### config.mk
export PLATFORM = sky130hd
export DESIGN_NAME = branch_sequencer
export DESIGN_NICKNAME = d
export VERILOG_FILES = /design/src/rtl/branch_sequencer.sv
export SDC_FILE = /design/constraint.sdc
export NUM_CORES = 1
export LEC_CHECK = 0
export ABC_AREA = 1
export CAP_MARGIN = 20
export CORE_MARGIN = 3
export CORE_UTILIZATION = 33
export DETAILED_ROUTE_END_ITERATION = 16
export PLACE_DENSITY = 0.67
export SETUP_SLACK_MARGIN = 0.1
export SLEW_MARGIN = 20
export SYNTH_ARGS = -nofsm -noshare
export SYNTH_HDL_FRONTEND = slang
export SYNTH_SLANG_ARGS = --single-unit
### constraint.sdc
create_clock -name clk_i -period 5.15 [get_ports clk_i]
set_input_delay 1.2875 -clock clk_i [delete_from_list [all_inputs] [get_ports clk_i]]
set_output_delay 1.2875 -clock clk_i [all_outputs]
set_load 0.05 [all_outputs]
### src/rtl/branch_sequencer.sv
// Sequences one short conditional branch / LOOP-family / JCXZ op: pre-decrements
// the count, consults the external condition evaluator and redirects fetch if taken.
module branch_sequencer #(
  parameter int unsigned EIP_W = 32
) (
  input  logic             clk_i,
  input  logic             rst_ni,
  input  logic             valid_i,
  output logic             ready_o,
  input  logic [7:0]       ir_i,
  input  logic             big_i,
  input  logic [EIP_W-1:0] disp_i,
  input  logic [EIP_W-1:0] eip_i,
  input  logic [EIP_W-1:0] ecx_i,
  input  logic [4:0]       flags_i,
  output logic [7:0]       eb_ir_o,
  output logic             eb_big_o,
  output logic [EIP_W-1:0] eb_ecx_o,
  output logic [4:0]       eb_flags_o,
  input  logic             eb_take_i,
  output logic             ecx_we_o,
  output logic [EIP_W-1:0] ecx_o,
  output logic             redir_req_o,
  output logic [EIP_W-1:0] redir_eip_o,
  input  logic             redir_ack_i,
  input  logic             flush_i,
  output logic             done_o,
  output logic             taken_o
);

  typedef enum logic [1:0] {
    IDLE  = 2'd0,
    CALC  = 2'd1,
    EVAL  = 2'd2,
    REDIR = 2'd3
  } state_t;

  state_t state, state_next;

  logic [7:0]       ir;
  logic             big;
  logic [EIP_W-1:0] disp;
  logic [EIP_W-1:0] eip;
  logic [EIP_W-1:0] ecx;
  logic [4:0]       flags;

  logic             is_loop;
  logic             accept;
  logic [EIP_W-1:0] cnt;
  logic [EIP_W-1:0] target;

  assign ready_o = (state == IDLE);
  assign accept  = valid_i & ready_o & ~flush_i;

  // Count and target datapath; 16-bit forms keep upper ECX and clear upper IP.
  always_comb begin
    is_loop = (ir == 8'hE0) || (ir == 8'hE1) || (ir == 8'hE2);
    cnt     = ecx;
    if (is_loop) begin
      if (big) begin
        cnt = ecx - EIP_W'(1);
      end else begin
        cnt[15:0] = ecx[15:0] - 16'd1;
      end
    end
    target = eip + disp;
    if (!big) begin
      target[EIP_W-1:16] = '0;
    end
  end

  always_comb begin
    state_next = state;
    case (state)
      IDLE:    if (accept) state_next = CALC;
      CALC:    state_next = flush_i ? IDLE : EVAL;
      EVAL: begin
        if (flush_i)        state_next = IDLE;
        else if (eb_take_i) state_next = REDIR;
        else                state_next = IDLE;
      end
      REDIR: begin
        if (flush_i || redir_ack_i) state_next = IDLE;
      end
      default: state_next = IDLE;
    endcase
  end

  always_ff @(posedge clk_i or negedge rst_ni) begin
    if (!rst_ni) begin
      state <= IDLE;
    end else begin
      state <= state_next;
    end
  end

  always_ff @(posedge clk_i or negedge rst_ni) begin
    if (!rst_ni) begin
      ir          <= '0;
      big         <= 1'b0;
      disp        <= '0;
      eip         <= '0;
      ecx         <= '0;
      flags       <= '0;
      eb_ir_o     <= '0;
      eb_big_o    <= 1'b0;
      eb_ecx_o    <= '0;
      eb_flags_o  <= '0;
      ecx_we_o    <= 1'b0;
      ecx_o       <= '0;
      redir_req_o <= 1'b0;
      redir_eip_o <= '0;
      done_o      <= 1'b0;
      taken_o     <= 1'b0;
    end else begin
      ecx_we_o <= 1'b0;
      done_o   <= 1'b0;
      taken_o  <= 1'b0;
      case (state)
        IDLE: begin
          redir_req_o <= 1'b0;
          if (accept) begin
            ir    <= ir_i;
            big   <= big_i;
            disp  <= disp_i;
            eip   <= eip_i;
            ecx   <= ecx_i;
            flags <= flags_i;
          end
        end
        CALC: begin
          if (!flush_i) begin
            eb_ir_o     <= ir;
            eb_big_o    <= big;
            eb_ecx_o    <= cnt;
            eb_flags_o  <= flags;
            ecx_we_o    <= is_loop;
            ecx_o       <= cnt;
            redir_eip_o <= target;
          end
        end
        EVAL: begin
          if (!flush_i) begin
            if (eb_take_i) redir_req_o <= 1'b1;
            else           done_o      <= 1'b1;
          end
        end
        REDIR: begin
          // Flush wins over a same-cycle ack: request drops with no completion.
          if (flush_i) begin
            redir_req_o <= 1'b0;
          end else if (redir_ack_i) begin
            redir_req_o <= 1'b0;
            done_o      <= 1'b1;
            taken_o     <= 1'b1;
          end
        end
        default: redir_req_o <= 1'b0;
      endcase
    end
  end

endmodule

# Word-level counts from Yosys, hierarchy flattened
# Cells that the tools add are included.
[totals]
ff_bits = 194
word_cells = 65
in_bits = 116
output_inout_bits = 115
[op_classes]
mux = 23
n_addsub = 3
eq_ne = 11
bitwise = 3
reduce_logical = 9
[op_table]
columns = ["cell", "n"]
rows = [
  ["two-way mux 16 bit", 3],
  ["adder 32 bit", 1],
  ["two-way mux 32 bit", 1],
  ["subtractor 32 x 1 -> 32 bit, second input constant", 1],
  ["equality test 8 bit, second input constant", 3],
  ["subtractor 16 x 1 -> 16 bit, second input constant", 1],
  ["two-way mux 1 bit", 11],
  ["two-way mux 2 bit", 5],
  ["one-hot mux 2 bit (4 select lines)", 1],
  ["!= test 2 bit, second input constant", 3],
  ["AND reduction 2 bit", 3],
  ["equality test 2 bit, second input constant", 2],
  ["AND reduction 4 bit", 1],
  ["logical OR 1 bit", 3],
  ["!= test 3 bit, second input constant", 1],
  ["one-hot mux 1 bit (3 select lines)", 1],
  ["nonzero test 3 bit", 1],
  ["bitwise AND 1 bit", 2],
  ["equality test 2 x 1 -> 1 bit, second input constant", 1],
  ["zero test 2 bit", 1],
  ["!= test 2 x 1 -> 1 bit, second input constant", 1],
  ["one-hot mux 1 bit (2 select lines)", 1],
  ["NOT 1 bit", 1],
]

# Depth between registers and ports, before layout
# Gate-level depths: netlist (run 1).
[logic_depth]
ltp_word = 5
depth_mapped = 13
depth_no_buf = 13

# Least setup slack after synthesis (run 1)
# OpenSTA, ideal clock, no wires.
[synth_timing]
kind = "register to output"
start = "reg state[0]"
end = "out ready_o"
arrival_ns = 0.965
path_stages_with_launch = 3
path_slack_ns = 2.898
required_time_ns = 3.863
n_path_buf = 0
cell_sequence = "dfrtp_1 -> inv_1 -> ha_1"
[synth_between]
elab_chain_len = 1
[synth_lines]
columns = ["element", "line", "rtl"]
rows = [
  ["start, declared", "38", "state_t state, state_next;"],
  ["start signal, assigned", "93", "state <= state_next;"],
  ["zero test 2 bit", "52", "assign ready_o = (state == IDLE);"],
  ["end, declared", "9", "output logic ready_o,"],
]
# Every way passes these cells.

# Worst setup path in the final report (run 1)
# Ends and elaborated chain as after synthesis.

==> metrics.yaml, run 1 <==
viasPerCell: 4.695
leakagePower_uw: 0.006930
gr-usage-all-layers_pct: 17.36
worstSetupStartpointType: "flip-flop"
cts.sinks: 194
cap_violations: 0
p_sw_share_pct: 51.05
min_period_over_period_pct: 65.05
avgRoutedWirePerCell_um: 14.55
drt_wl_total_um: 29750
finalSetupViolCount: 0
cp_cell_sequence: "inv_1, ha_1, clkdlybuf4s50_1"
switchingPower_uw: 5040
worst_pin_slew_ns: 0.9183
area_growth_pct: 28.75
arrival_ns: 2.06
synth-compound-area-share_pct: 6.377
fp.dieArea_sq_mm: 0.03454
fill_cells: 3199
grt_pass1_vias: 9281
synth_xor_area_share_pct: 2.051
required_ns: 3.86
post_cts_resized: 0
powerDensity_mw_per_mm2: 718.4
synth_top_family_by_area: "simple AND/OR/NAND/NOR gates"
yosys_register_bits: 194
cts_buffers: 17
whs_ns: 0.4732
hold_viol_final: 0
finalWeightedCongestion: 0.8762
final_cell_mix: "605 x nand2_1, 229 x clkdlybuf4s50_1, 194 x dfrtp_1"
avgSynthCellArea_sq_um: 7.377
grt_max_degree: 99
post_cts_buffers: 0
fp.coreArea_sq_mm: 0.03172
grt_first_pass_wirelength_um: 47930
cts.path.max_buffers: 2
synth_cell_types: 37
fmax_mhz: 298.5
io_buffers: 230
rsz0062_at_grt: "no"
max_stage_delay_ns: 0.84
htree_levels: 4
synthMuxAreaShare_pct: 0
ys_warn_count: 0
row_count: 65
p_seq_share_pct: 28.0
combPwrFrac_pct: 57.9
dr.pass1.iters: 6
status: "finished clean"
crit_path_end_kind: "output port"
crit_slowest_cell: "clkdlybuf4s50_1"
drc: 0
dp_slack_ns: 1.248
start_util_pct: 33.65
final_common_cell: "nand2_1"
skew_ns: 0.01084
p_int_uw: 4833
grt_overflow_total: 0
synth_simple_gate_area_share_pct: 31.84
antenna_left: 0
synthAdderAreaFrac_pct: 4.407
clk_pin_slew_ns: 0.08
yosysSeqAreaShare_pct: 45.48
syn_nets: 1600
vias: 9602
max-vdd-ir-drop_v: 0.0002901
die_w_um: 185.9
clock_latency_ns: 0.44
drive_gt1_share_pct: 4.321
antenna_found_initial: 0
cts_tree: "done"
final-max-slew-violation-count: 0
synth_cells: 1447
syn_area_sq_mm: 0.01067
io_pins: 231
cts_hold_buf: 0
drtIter0Drc: 617
maxSlewHeadroom_pct: 38.78
fin_ws_ns: 1.800
period_needed_ns: 3.350
final_nets: 1783
die_y_um: 185.9
min_path_type: "flip-flop to flip-flop"
setup_tns_ns: 0
clkPwrFrac_pct: 14.2
worstPathMaxFanout: 4
diodes: 0
dp_hpwl_um: 22430
crit_type: "flip-flop to output port"
cts-root-buf: "clkbuf_16"
-- Yosys cell counts, drive strengths merged --
library cell  count  share of area (%)
nand3b           12               0.84
inv             168                5.9
nor2            104                4.2
xor2             12               0.98
dfrtp           194                 45
clkbuf           21               0.74
o32a              1              0.094
a21oi            24                1.1
fa                1               0.19
a31o              1              0.082
ha               36                4.2
nand4            14               0.94
nor4              4               0.23
and3              4               0.23
xnor2            13                1.1
nand2           612                 22
nor3              7               0.54
a31oi             7               0.41
buf              51                3.2
clkinv            1              0.035
a21boi            1              0.070
o21bai            2               0.14
o21ai            95                4.5
nand3            62                3.1
-- path summary, 6_finish.rpt --
check                                     start  slack, ns                   endpoint  cells after the start
hold / removal             flags[4]$_DFFE_PN0P_       0.47  eb_flags_o[4]$_DFFE_PN0P_                      2
setup / recovery           state[0]$_DFFE_PN0P_       1.80                    ready_o                      3
max in group asynchronous                rst_ni       3.27       disp[22]$_DFFE_PN0P_                      2
setup reg to reg           state[0]$_DFFE_PN0P_       2.59        ecx[16]$_DFFE_PN0P_                      7
hold reg to reg            flags[4]$_DFFE_PN0P_       0.47  eb_flags_o[4]$_DFFE_PN0P_                      2
min in group asynchronous                rst_ni       0.85       ecx_o[6]$_DFFE_PN0P_                      1
-- registers in the layout, summed over array words and instances (netlist names), 2 cells and up --
signal       cells
ecx             32
ecx_o           32
state            2
redir_eip_o     32
disp            32
eb_flags_o       5
flags            5
eip             32
eb_ir_o          8
ir               8
-- per-layer routing --
| layer | vias to the layer above | wire [um] | global-route usage, % |
|---|---|---|---|
| met5 | - | 0 | 0 |
| met4 | 0 | 452 | 4.498 |
| met3 | 33 | 1633 | 2.580 |
| met2 | 285 | 14400 | 29.79 |
| met1 | 4455 | 13260 | 23.07 |
| li1 | 4829 | - | - |
-- worst max-delay path: cells and delay by family, from the launching register on --
family,cells,cell delay [ns]
buffers and inverters,2,0.94
DFF,1,0.43
adders and majority gates,1,0.26
-- power by group through the flow --
stage	Clock [uW]	Sequential [uW]	Combinational (uW)
6_report	1400	2760	5710
5_1_grt	1490	2860	6340
4_1_cts	1430	2770	5750
3_5_place_dp	0	2790	5720
3_3_place_gp	0	2770	5670
2_1_floorplan	0	3540	3300
-- cell families (layout without fill, tap and decap cells) --
family          after synthesis  after routing
compound gates              131            131
buf+inv                     241            437
fa+ha+maj                    37             37
flops                       194            194
xor+xnor                     25             25
simple gates                819            819
-- final cells by class --
| class | count | area, sq um | area share [%] |
|---|---|---|---|
| Sequential cell | 194 | 4855 | 35.32 |
| Multi-Input combinational cell | 1012 | 4781 | 34.79 |
| Timing Repair Buffer | 236 | 2364 | 17.20 |
| Inverter | 169 | 636.9 | 4.634 |
| Tap cell | 402 | 503.0 | 3.660 |
| Clock buffer | 18 | 439.2 | 3.196 |
| Clock inverter | 14 | 165.2 | 1.202 |
-- through the flow --
stage | total power [uW] | utilization (%) | cell area [sq um] | cells
finish | 9873 | 43.33 | 13740 | 2045
floorplan | 6839 | - | 10670 | 1447
global route | 10690 | 43.33 | 13740 | 2045
detailed placement | 8508 | 41.42 | 13140 | 2013
global placement | 8438 | 41.42 | 13140 | 2013
CTS | 9948 | 43.33 | 13740 | 2045
(Power assumes the default switching activity.)
==> run 2: changes to the inputs <==
Clock period 5.15 ns to 3.5 ns, I/O delays scaled along.
==> run 2 against run 1 <==
Hold slack got worse by 0.032 ns. Highest routed layer unchanged. Sequential power rose by 47%. Non-clock buffer count up 3. Flip-flop and latch count did not move. Largest cell class unchanged. Critical endpoint unchanged.
==> metrics.yaml, run 2 (synthesis gave the netlist of run 1 again) <==
row_count: 65
worst_pin_slew_ns: 0.7516
p_sw_share_pct: 50.92
antenna_found_initial: 0
grt_first_pass_wirelength_um: 48440
whs_ns: 0.4410
fp.dieArea_sq_mm: 0.03454
maxSlewHeadroom_pct: 49.84
min_path_type: "primary input to async pin"
switchingPower_uw: 7397
diodes: 0
antenna_left: 0
min_period_over_period_pct: 83.37
worstPathMaxFanout: 4
worst_r2r_startpoint: "disp[0]$_DFFE_PN0P_"
gr-usage-all-layers_pct: 17.53
final_common_cell: "nand2_1"
p_seq_share_pct: 27.8
start_util_pct: 33.65
io_pins: 231
dp_hpwl_um: 22450
drtIter0Drc: 476
dp_slack_ns: 0.8725
required_ns: 2.62
finalSetupViolCount: 0
max-vdd-ir-drop_v: 0.0004005
cts.path.max_buffers: 2
p_int_uw: 7130
final-max-slew-violation-count: 0
crit_path_start: "state[0]$_DFFE_PN0P_"
max_stage_delay_ns: 0.84
cts.sinks: 194
cts_buffers: 17
cp_cell_sequence: "inv_1, ha_1, clkdlybuf4s50_1"
final_nets: 1786
crit_type: "flip-flop to output port"
hold_viol_final: 0
dr.pass1.iters: 5
area_growth_pct: 29.23
setup_tns_ns: 0
avgRoutedWirePerCell_um: 14.36
htree_levels: 4
die_w_um: 185.9
rsz0062_at_grt: "no"
grt_overflow_total: 0
fmax_mhz: 342.7
clkPwrFrac_pct: 14.2
period_needed_ns: 2.918
drc: 0
vias: 9470
viasPerCell: 4.624
fill_cells: 3199
powerDensity_mw_per_mm2: 1053
grt_pass1_vias: 9542
io_buffers: 230
worstSetupStartpointType: "flip-flop"
finalWeightedCongestion: 0.8742
grt_max_degree: 97
cts_tree: "done"
skew_ns: 0.01555
clk_pin_slew_ns: 0.08
post_cts_buffers: 0
final_cell_mix: "605 x nand2_1, 229 x clkdlybuf4s50_1, 194 x dfrtp_1"
crit_slowest_cell: "clkdlybuf4s50_1"
arrival_ns: 2.04
post_cts_resized: 0
status: "finished clean"
cts-root-buf: "clkbuf_16"
fp.coreArea_sq_mm: 0.03172
finalInstanceArea_sq_mm: 0.01379
cap_violations: 0
die_y_um: 185.9
crit_path_end_kind: "output port"
clock_latency_ns: 0.44
fin_ws_ns: 0.5820
leakagePower_uw: 0.006959
cts_hold_buf: 0
combPwrFrac_pct: 58.0
drt_wl_total_um: 29410
drive_gt1_share_pct: 4.435
placed_area_sq_mm: 0.01319
-- run 2: changes by cell type in the layout (fill, tap and decap cells not counted), sizes merged --
cell and delta:
inv -2, clkinv +4, clkinvlp -2, buf +3
-- run 2: layer usage --
| layer | track usage, % | routed length, um | up-vias |
|---|---|---|---|
| met4 | 4.617 | 531 | 0 |
| met3 | 2.580 | 1408 | 33 |
| met1 | 22.99 | 13040 | 4369 |
| met5 | 0 | 0 | - |
| li1 | - | - | 4818 |
| met2 | 30.41 | 14430 | 250 |
-- run 2: path summary, 6_finish.rpt --
| check | endpoint | slack [ns] | cells after the start |
|---|---|---|---|
| worst min-delay path | ecx_o[11]$_DFFE_PN0P_ | 0.44 | 1 |
| max in group asynchronous | redir_eip_o[23]$_DFFE_PN0P_ | 2.24 | 2 |
| worst max-delay path | ready_o | 0.58 | 3 |
| worst min register to register | eb_flags_o[4]$_DFFE_PN0P_ | 0.47 | 2 |
| worst max register to register | redir_eip_o[22]$_DFFE_PN0P_ | 1.17 | 12 |
| min in group clk_i | eb_flags_o[4]$_DFFE_PN0P_ | 0.47 | 2 |
-- run 2: worst max-delay path, delay by kind of cell (launching register included) --
family | cells | cell delay, ns
fa+ha+maj | 1 | 0.25
buf+inv | 2 | 0.94
flops | 1 | 0.42
-- run 2: cell type report --
type | instances | area [sq um] | share of cell area, %
multi-input combinational | 1012 | 4781 | 34.66
clock buffer | 18 | 439.2 | 3.184
sequential | 194 | 4855 | 35.19
tap | 402 | 503.0 | 3.646
timing repair buffer | 239 | 2411 | 17.48
clock inverter | 14 | 168.9 | 1.224
inverter | 169 | 636.9 | 4.617
-- run 2: power by group through the flow --
stage	registers (uW)	clock network, uW	logic, uW
after floorplan	5210	0	4860
after global placement	4060	0	8350
after detailed placement	4090	0	8430
after CTS	4060	2110	8470
after global routing	4190	2200	9360
final	4050	2060	8420
-- run 2: per-stage QoR --
| step | cells | total power, uW | utilization [%] |
|---|---|---|---|
| after floorplan | 1447 | 10060 | - |
| after global placement | 2016 | 12410 | 41.57 |
| after detailed placement | 2016 | 12520 | 41.57 |
| after CTS | 2048 | 14640 | 43.49 |
| after global routing | 2048 | 15750 | 43.49 |
| final | 2048 | 14530 | 43.49 |
